### src/rtl/bird_pkg.sv
// Shared types and height limits for the flappy-bird motion controller.
package bird_pkg;

  typedef enum logic [2:0] {
    IDLE     = 3'd0,
    RISE     = 3'd1,
    HOVER    = 3'd2,
    FALL     = 3'd3,
    GROUNDED = 3'd4
  } bird_state_t;

  localparam int             HEIGHT_W   = 4;
  localparam logic [HEIGHT_W-1:0] HEIGHT_MAX = 4'd15;
  localparam logic [HEIGHT_W-1:0] HEIGHT_MIN = 4'd0;

endpackage

### src/rtl/tick_gen.sv
// Motion tick generator: one-cycle tick every TICK_DIV clocks while enabled,
// counter parked at zero while disabled.
module tick_gen #(
  parameter int TICK_DIV = 5_000_000
) (
  input  logic clk,
  input  logic reset,
  input  logic en,
  output logic tick
);

  localparam int            CW   = $clog2(TICK_DIV);
  localparam logic [CW-1:0] LAST = CW'(TICK_DIV - 1);

  logic [CW-1:0] cnt;

  // Free-running divider, cleared by reset or while frozen.
  always_ff @(posedge clk) begin
    if (reset) begin
      cnt <= {CW{1'b0}};
    end else if (!en) begin
      cnt <= {CW{1'b0}};
    end else if (cnt == LAST) begin
      cnt <= {CW{1'b0}};
    end else begin
      cnt <= cnt + CW'(1);
    end
  end

  assign tick = en & (cnt == LAST);

endmodule

### src/rtl/bird_motion_ctrl.sv
// Turns flap key presses into timed incr/decr pulses for the bird-height
// counter: rise, hover, then gravity fall with ceiling/floor clamps.
module bird_motion_ctrl
  import bird_pkg::*;
#(
  parameter int TICK_DIV    = 5_000_000,
  parameter int RISE_TICKS  = 3,
  parameter int HOVER_TICKS = 2
) (
  input  logic                clk,
  input  logic                reset,
  input  logic                en,
  input  logic                flap,
  input  logic [HEIGHT_W-1:0] height,
  output logic                incr,
  output logic                decr,
  output logic                grounded
);

  localparam int             RCW        = $clog2(RISE_TICKS + 1);
  localparam int             HCW        = $clog2(HOVER_TICKS + 1);
  localparam logic [RCW-1:0] RISE_LOAD  = RCW'(RISE_TICKS);
  localparam logic [HCW-1:0] HOVER_LOAD = HCW'(HOVER_TICKS);

  bird_state_t    state, state_n;
  logic [RCW-1:0] rise_cnt, rise_cnt_n;
  logic [HCW-1:0] hover_cnt, hover_cnt_n;
  logic           incr_n, decr_n, grounded_n;
  logic           flap_q;
  logic           flap_rise;
  logic           tick;

  tick_gen #(
    .TICK_DIV (TICK_DIV)
  ) u_tick_gen (
    .clk   (clk),
    .reset (reset),
    .en    (en),
    .tick  (tick)
  );

  // Key history keeps tracking during freeze so a held key never re-triggers.
  always_ff @(posedge clk) begin
    if (reset) begin
      flap_q <= 1'b0;
    end else begin
      flap_q <= flap;
    end
  end

  assign flap_rise = flap & ~flap_q;

  // State, counters and registered outputs.
  always_ff @(posedge clk) begin
    if (reset) begin
      state     <= IDLE;
      rise_cnt  <= {RCW{1'b0}};
      hover_cnt <= {HCW{1'b0}};
      incr      <= 1'b0;
      decr      <= 1'b0;
      grounded  <= 1'b0;
    end else begin
      state     <= state_n;
      rise_cnt  <= rise_cnt_n;
      hover_cnt <= hover_cnt_n;
      incr      <= incr_n;
      decr      <= decr_n;
      grounded  <= grounded_n;
    end
  end

  // Next-state and pulse decode; a flap edge always beats a coincident tick.
  always_comb begin
    state_n     = state;
    rise_cnt_n  = rise_cnt;
    hover_cnt_n = hover_cnt;
    incr_n      = 1'b0;
    decr_n      = 1'b0;
    if (!en) begin
      state_n     = state;
      rise_cnt_n  = rise_cnt;
      hover_cnt_n = hover_cnt;
    end else begin
      case (state)
        IDLE: begin
          if (flap_rise) begin
            state_n    = RISE;
            rise_cnt_n = RISE_LOAD;
          end else begin
            state_n = IDLE;
          end
        end
        RISE: begin
          if (flap_rise) begin
            rise_cnt_n = RISE_LOAD;
          end else if (tick) begin
            incr_n = (height != HEIGHT_MAX);
            if (rise_cnt == RCW'(1)) begin
              state_n     = HOVER;
              rise_cnt_n  = {RCW{1'b0}};
              hover_cnt_n = HOVER_LOAD;
            end else begin
              rise_cnt_n = rise_cnt - RCW'(1);
            end
          end else begin
            state_n = RISE;
          end
        end
        HOVER: begin
          if (flap_rise) begin
            state_n    = RISE;
            rise_cnt_n = RISE_LOAD;
          end else if (tick) begin
            if (hover_cnt == HCW'(1)) begin
              state_n     = FALL;
              hover_cnt_n = {HCW{1'b0}};
            end else begin
              hover_cnt_n = hover_cnt - HCW'(1);
            end
          end else begin
            state_n = HOVER;
          end
        end
        FALL: begin
          if (flap_rise) begin
            state_n    = RISE;
            rise_cnt_n = RISE_LOAD;
          end else if (tick) begin
            if (height == HEIGHT_MIN) begin
              state_n = GROUNDED;
            end else begin
              decr_n = 1'b1;
            end
          end else begin
            state_n = FALL;
          end
        end
        GROUNDED: begin
          state_n = GROUNDED;
        end
        default: begin
          state_n     = IDLE;
          rise_cnt_n  = {RCW{1'b0}};
          hover_cnt_n = {HCW{1'b0}};
        end
      endcase
    end
    grounded_n = (state_n == GROUNDED);
  end

endmodule

### config.mk
export PLATFORM = sky130hd
export DESIGN_NAME = bird_motion_ctrl
export DESIGN_NICKNAME = d
export VERILOG_FILES = /design/src/rtl/bird_pkg.sv /design/src/rtl/tick_gen.sv /design/src/rtl/bird_motion_ctrl.sv
export SDC_FILE = /design/constraint.sdc
export NUM_CORES = 1
export LEC_CHECK = 0
export BUFFER_PORTS_ARGS = -buffer_cell sky130_fd_sc_hd__clkbuf_2
export CORE_MARGIN = 2
export CORE_UTILIZATION = 40
export DETAILED_ROUTE_END_ITERATION = 8
export PLACE_DENSITY = 0.55
export SETUP_SLACK_MARGIN = 0.15
export SLEW_MARGIN = 5
export SYNTH_ARGS = -nofsm -noshare
export SYNTH_HDL_FRONTEND = slang
export SYNTH_SLANG_ARGS = --single-unit
export TNS_END_PERCENT = 10
### constraint.sdc
create_clock -name clk -period 3.05 [get_ports clk]
set_input_delay 0.61 -clock clk [delete_from_list [all_inputs] [get_ports clk]]
set_output_delay 0.61 -clock clk [all_outputs]
set_load 0.03 [all_outputs]
==> results.yml, run 1 <==
floorplanning:
  dieArea_mm2: 0.00485
  num_rows: 23
  die_h_um: 69.6
  io_pins: 11
  die_x_um: 69.6
  initial_core_util_pct: 42.2
  core_area_mm2: 0.00409
route:
  route.detailed.wl_per_inst_um: 13.2
  drtAntennaViolNets: 0
  remaining_drc_errors: 0
  first_pass_iters: 4
  dr_total_vias: 1463
  drt_wl_total_um: 3500
  vias_per_cell: 5.52
  drt_iter0_drc: 157
yosys:
  synth_warnings: 0
  synthTopCellsByArea: "dfxtp_1 (40%), xnor2_1 (7.6%), nor2_1 (6.5%)"
  ys_types: 44
  syn-cell-area_mm2: 0.00172
  synthAdderAreaFrac_pct: 2.18
  synth_ff_type: "dfxtp_1"
  syn_area_per_cell_um2: 8.45
  syn_nets: 215
  synth_top_family_by_area: "simple AND/OR/NAND/NOR gates"
  synth_compound_area_share_pct: 9.22
  synth-simple-area-share_pct: 33.6
  yosysTopAreaCell: "dfxtp_1"
  synth_mux_area_share_pct: 0.581
  synthXorXnorAreaFrac_pct: 10.7
  synthArstFlopShare_pct: 0
  synth_top_area_share_pct: 39.5
  synth_seq_cells: 34
  syn-instance-count: 204
  synth_edf_count: 0
  seq_area_frac_synth_pct: 39.5
clock_tree:
  htreeDepth: 2
  cts_sinks: 34
  post_cts_resized: 0
  cts_hold_buf: 0
  clock_latency_ns: 0.29
  post_cts.repair.setup_buffers: 0
  cts_root_buffer: "clkbuf_8"
  numCtsBuffers: 5
  path_clk_slew_ns: 0.07
  cts_tree: "yes"
  clk_path_buf_depth: 2
global_routing:
  grt-ovfl-total: 0
  track_usage_pct: 15.9
  grt_start_max_net_pins: 24
  grt_pass1_wl_um: 6300
  first_global_vias: 1340
  antenna_found_initial: 0
final_layout:
  instances_no_fill: 265
  area_growth_syn_to_layout_pct: 11.8
  layout-drive-gt1-share_pct: 12.6
  stdcell_area_mm2: 0.00193
  n_antenna_cell: 0
  nNetsFinal: 225
placed_design:
  place_inst: 257
  place_area_mm2: 0.00181
  detailed_place_hpwl_um: 2490
  port_buffers: 10
  gp_congestion: 0.867
power_and_ir_drop:
  ir_drop_mv: 0.213
  power_uw: 906
  power.density_mw_per_mm2: 470
  p_leak_nw: 0.628
critical_path:
  slowest_stage: "or4b_4"
  crit_arrival_ns: 2.31
  crit_fanout: 5
  reg2reg_depth: 5
  critPathKind: "reg -> reg"
  required_ns: 3.27
  cpPeakStageDelay_ns: 0.56
  endpoint_kind: "register"
  crit_chain: "or4b_4 > nor4_4 > nand4_1 > o41a_1 > a211oi_2"
  start_kind: "register"
outcome:
  outcome: "completed"
sta:
  fmax_ghz: 0.477
  worst_pin_slew_ns: 0.479
  rsz0062_at_grt: "no"
  period_minus_slack_ns: 2.10
  fin_crit_sh_pct: 68.7
  slew_viol_final: 0
  finalHoldViolCount: 0
  finClkSkew_ns: 0.00739
  setup_violations: 0
  tns_ns: 0
  slew_headroom_pct: 67.8
worst_hold_path:
  holdPathStages: 2
  worstHoldPathType: "reg -> reg"
flow_run:
  max_cap_viol_count: 0
==> layout make-up <==
type / instances / area, um^2
Clock buffer: 5 / 68.8
Multi-Input combinational cell: 151 / 970
Timing Repair Buffer: 11 / 57.6
Sequential cell: 34 / 681
Inverter: 11 / 41.3
Clock inverter: 3 / 45.0
Fill cell: 403 / 2160
Tap cell: 50 / 62.6
==> Yosys cell counts, drive strengths merged, types with 2 or more instances <==
cell    count
dfxtp      34
nor2       30
nand3      16
xnor2      15
nor3       12
inv        11
nand2       8
clkbuf      7
nand4       7
o21ai       6
xor2        6
and3        5
a21oi       4
and2        4
nor4        4
and4        3
ha          3
nor4b       3
a22oi       2
nor2b       2
or4         2
==> stage by stage <==
step	hold slack, ns	utilization, %	setup WS, ns
detailed placement	0.454	44.3	0.968
CTS	0.466	47.1	0.953
global route	0.502	47.1	0.833
floorplan	0.426	-	1.10
finish	0.464	47.1	0.955
global placement	0.439	44.3	1.03
==> sequential cells by signal, indices dropped and copies added (netlist names) <==
register	flops
u_tick_gen.cnt	23
state	3
hover_cnt	2
rise_cnt	2
decr	1
flap_q	1
grounded	1
incr	1
==> worst max-delay path, delay by kind of cell (launching register included) <==
kind            cells  cell delay, ns
simple gates        3            1.05
flops               1            0.36
compound gates      2            0.62
==> routing by layer <==
metal / share of wire, % / GRT usage [%] / wire length (um) / vias up
li1: - / - / - / 742
met1: 50 / 21.9 / 1750 / 683
met2: 44 / 23.4 / 1540 / 33
met3: 4.7 / 4.94 / 164 / 5
met4: 1.6 / 5.98 / 55 / 0
met5: 0 / 0 / 0 / -
==> logic make-up after synthesis <==
logic type	count (synthesis)
and+or+nand+nor	104
DFF	34
AOI/OAI and AO/OA	22
xor gates and xnor gates	21
buffers and inverters	19
adders and majority gates	3
muxes	1
==> layout by cell type (no fill, tap or decap), drive strengths merged, types with 2 or more instances in the layout <==
master,netlist,routed
a21oi,4,4
a22oi,2,2
and2,4,4
and3,5,5
and4,3,3
clkbuf,7,15
clkinvlp,0,2
dfxtp,34,34
ha,3,3
inv,11,11
nand2,8,8
nand3,16,16
nand4,7,7
nor2,30,30
nor2b,2,2
nor3,12,12
nor4,4,4
nor4b,3,3
o21ai,6,6
or4,2,2
xnor2,15,15
xor2,6,6
==> final timing paths <==
| check | start | endpoint | slack [ns] |
|---|---|---|---|
| hold / removal | rise_cnt[1] | rise_cnt[1] | 0.46 |
| setup reg to reg | u_tick_gen.cnt[15] | grounded | 0.95 |
| hold reg to reg | rise_cnt[1] | rise_cnt[1] | 0.46 |
| setup / recovery | u_tick_gen.cnt[15] | grounded | 0.95 |
==> power breakdown <==
part	internal [mW]	total, mW	switching (mW)
sequential	0.448	0.454	0.00580
combinational	0.0143	0.0370	0.0228
clock	0.243	0.415	0.172
total	0.705	0.906	0.200
(Power assumes the default switching activity.)
==> inputs of run 2 (changes only) <==
- ABC_AREA: not set -> 1
- PLACE_DENSITY: 0.55 -> 0.57
- clock period: 3.05 -> 1.7 ns (I/O delays scaled with it)
==> results.yml, run 2 <==
final_layout:
  final_cell_mix: "nand2_1 (48), nor2_1 (44), buf_4 (33)"
  final_common_cell: "nand2_1"
  area_growth_syn_to_layout_pct: 28.3
  nNetsFinal: 332
  largest_registers: "u_tick_gen.cnt (23), state (3)"
  finish.utilization_pct: 54.3
  multi_input_area_mm2: 0.00116
  regArea_um2: 686
  layout-drive-gt1-share_pct: 27.4
  n_antenna_cell: 0
  largest_reg_flops: 23
  nFillCells: 447
  top_register: "u_tick_gen.cnt"
yosys:
  syn_area_per_cell_um2: 6.87
  synth_seq_cells: 34
  synthArstFlopShare_pct: 0
  syn-instance-count: 274
  synth_warnings: 0
  synth_ff_type: "dfxtp_1"
  synthTopCellsByArea: "dfxtp_1 (36%), nand2_1 (9.8%), nor2_1 (9.8%)"
  synth_top_area_share_pct: 36.2
  syn-cell-area_mm2: 0.00188
  syn_nets: 285
  synth_commonest_cells: "nand2_1 (49), nor2_1 (49), dfxtp_1 (34)"
  synth_edf_count: 0
  yosysTopAreaCell: "dfxtp_1"
  seq_area_frac_synth_pct: 36.2
  ys_types: 36
sta:
  period_minus_slack_ns: 1.60
  slew_viol_final: 0
  fin_crit_sh_pct: 94.0
  fmax_ghz: 0.626
  finalHoldViolCount: 0
  rsz0062_at_grt: "yes"
  worst_pin_slew_ns: 0.478
  finClkSkew_ns: 0.00845
  setup_violations: 0
  slew_headroom_pct: 67.8
critical_path:
  r2r_start: "u_tick_gen.cnt[1]"
  crit_fanout: 6
  critPathKind: "reg -> reg"
  crit_start: "u_tick_gen.cnt[1]"
  crit_arrival_ns: 1.78
  start_kind: "register"
  endpoint_kind: "register"
  required_ns: 1.88
clock_tree:
  numCtsBuffers: 5
  path_clk_slew_ns: 0.07
  clock_latency_ns: 0.28
  cts_sinks: 34
  htreeDepth: 2
  cts_root_buffer: "clkbuf_8"
  clk_path_buf_depth: 2
  cts_tree: "yes"
power_and_ir_drop:
  pwr-share-comb_pct: 8.3
  power_switching_share_pct: 24.2
  p_sw_uw: 364
  power_mw: 1.50
  power.internal_mw: 1.14
  power.density_mw_per_mm2: 622
  pwr-share-clk_pct: 37.5
  ir_drop_mv: 0.404
  p_leak_nw: 0.991
  p_seq_share_pct: 54.2
route:
  dr_total_vias: 1844
  remaining_drc_errors: 0
  drt_wl_total_um: 4390
  route.detailed.wl_per_inst_um: 11.8
  drt_iter0_drc: 114
  first_pass_iters: 4
  vias_per_cell: 4.94
  drtAntennaViolNets: 0
global_routing:
  antenna_found_initial: 0
  first_global_vias: 1671
  grt_start_max_net_pins: 13
  track_usage_pct: 18.2
  busiest_layer: "met1"
  grt-ovfl-total: 0
  gr-usage-met3_pct: 4.83
  grt_pass1_wl_um: 7590
  met1_usage_pct: 27.7
  globalRouteMet2Util_pct: 25.1
floorplanning:
  die_h_um: 72.6
  io_pins: 11
  initial_core_util_pct: 42.3
  die_x_um: 72.6
  core_area_mm2: 0.00444
  num_rows: 24
  dieArea_mm2: 0.00527
placed_design:
  gp_congestion: 0.882
  detailed_place_hpwl_um: 3370
  port_buffers: 10
outcome:
  outcome: "completed"
worst_hold_path:
  hold_start: "flap"
  worstHoldPathType: "in -> reg"
flow_run:
  max_cap_viol_count: 0
## run 2: changes by cell type after synthesis, moves of 14 or more
cell and delta:
a21oi_1 +16, inv_1 +19, nand2_1 +41, nor2_1 +19, xnor2_1 -14
## run 2: metrics by stage
stage	hold WS, ns	cells	setup slack (ns)	area [um^2]	TNS (ns)
finish	0.278	373	0.103	2410	0
global route	0.318	373	-0.0465	2410	-0.102
CTS	0.274	373	0.0264	2330	0
detailed placement	0.443	362	0.0253	2200	0
global placement	0.438	362	0.0293	2200	0
floorplan	0.418	274	0.141	1880	0
## run 2: what timing repair did
item	CTS	global route
buffers inserted	4	0
hold buffers	0	0
gates resized for setup	7	20
endpoints found under the setup margin	25	28
pin swaps	7	10
## run 2: cells by family (layout without fill, tap and decap cells)
logic type               after synthesis  count (layout)  share of synthesized area (%)
AO/OA/AOI/OAI                         34              34                           10.2
adder cells (fa/ha/maj)                3               3                           1.99
flip-flops                            34              34                           36.2
XOR/XNOR                               5               5                           2.33
AND/OR/NAND/NOR                      160             160                           41.6
buffers and inverters                 38              85                           7.71
## run 2: final timing paths
path                            cells after the start  slack, ns           end
worst min-delay path                                3       0.28        flap_q
worst min register to register                      2       0.46   rise_cnt[1]
worst max-delay path                               10       0.10  hover_cnt[1]
worst max register to register                     10       0.10  hover_cnt[1]
## run 2: power groups by stage
stage	Clock (mW)	Combinational, mW	Sequential (mW)
after floorplan	0	0.0700	0.830
after detailed placement	0	0.114	0.832
after global placement	0	0.115	0.832
after global routing	0.623	0.141	0.816
after CTS	0.581	0.120	0.815
final	0.563	0.124	0.815
## run 2: routing by layer
metal  share of wire (%)  vias up
li1                    -      991
met1                  54      808
met2                  40       43
met3                 5.4        2
met4                0.59        0
met5                   0        -
## run 2: final cells by class
cell class	instances	area share, %
Tap cell	52	2.69
Timing Repair Buffer	43	12.3
Sequential cell	34	28.4
Multi-Input combinational cell	202	48.0
Inverter	35	5.44
Clock buffer	7	3.16
## run 2: worst max-delay path: stages (launching register included)
cell and delay [ns]:
dfxtp_2 0.36, ha_4 0.15, nand2_4 0.05, nor2_4 0.12
nand3_2 0.09, nor2_4 0.16, nand3_4 0.13, o21ai_4 0.16
nand3_2 0.10, nor2_1 0.12, nor2_1 0.05
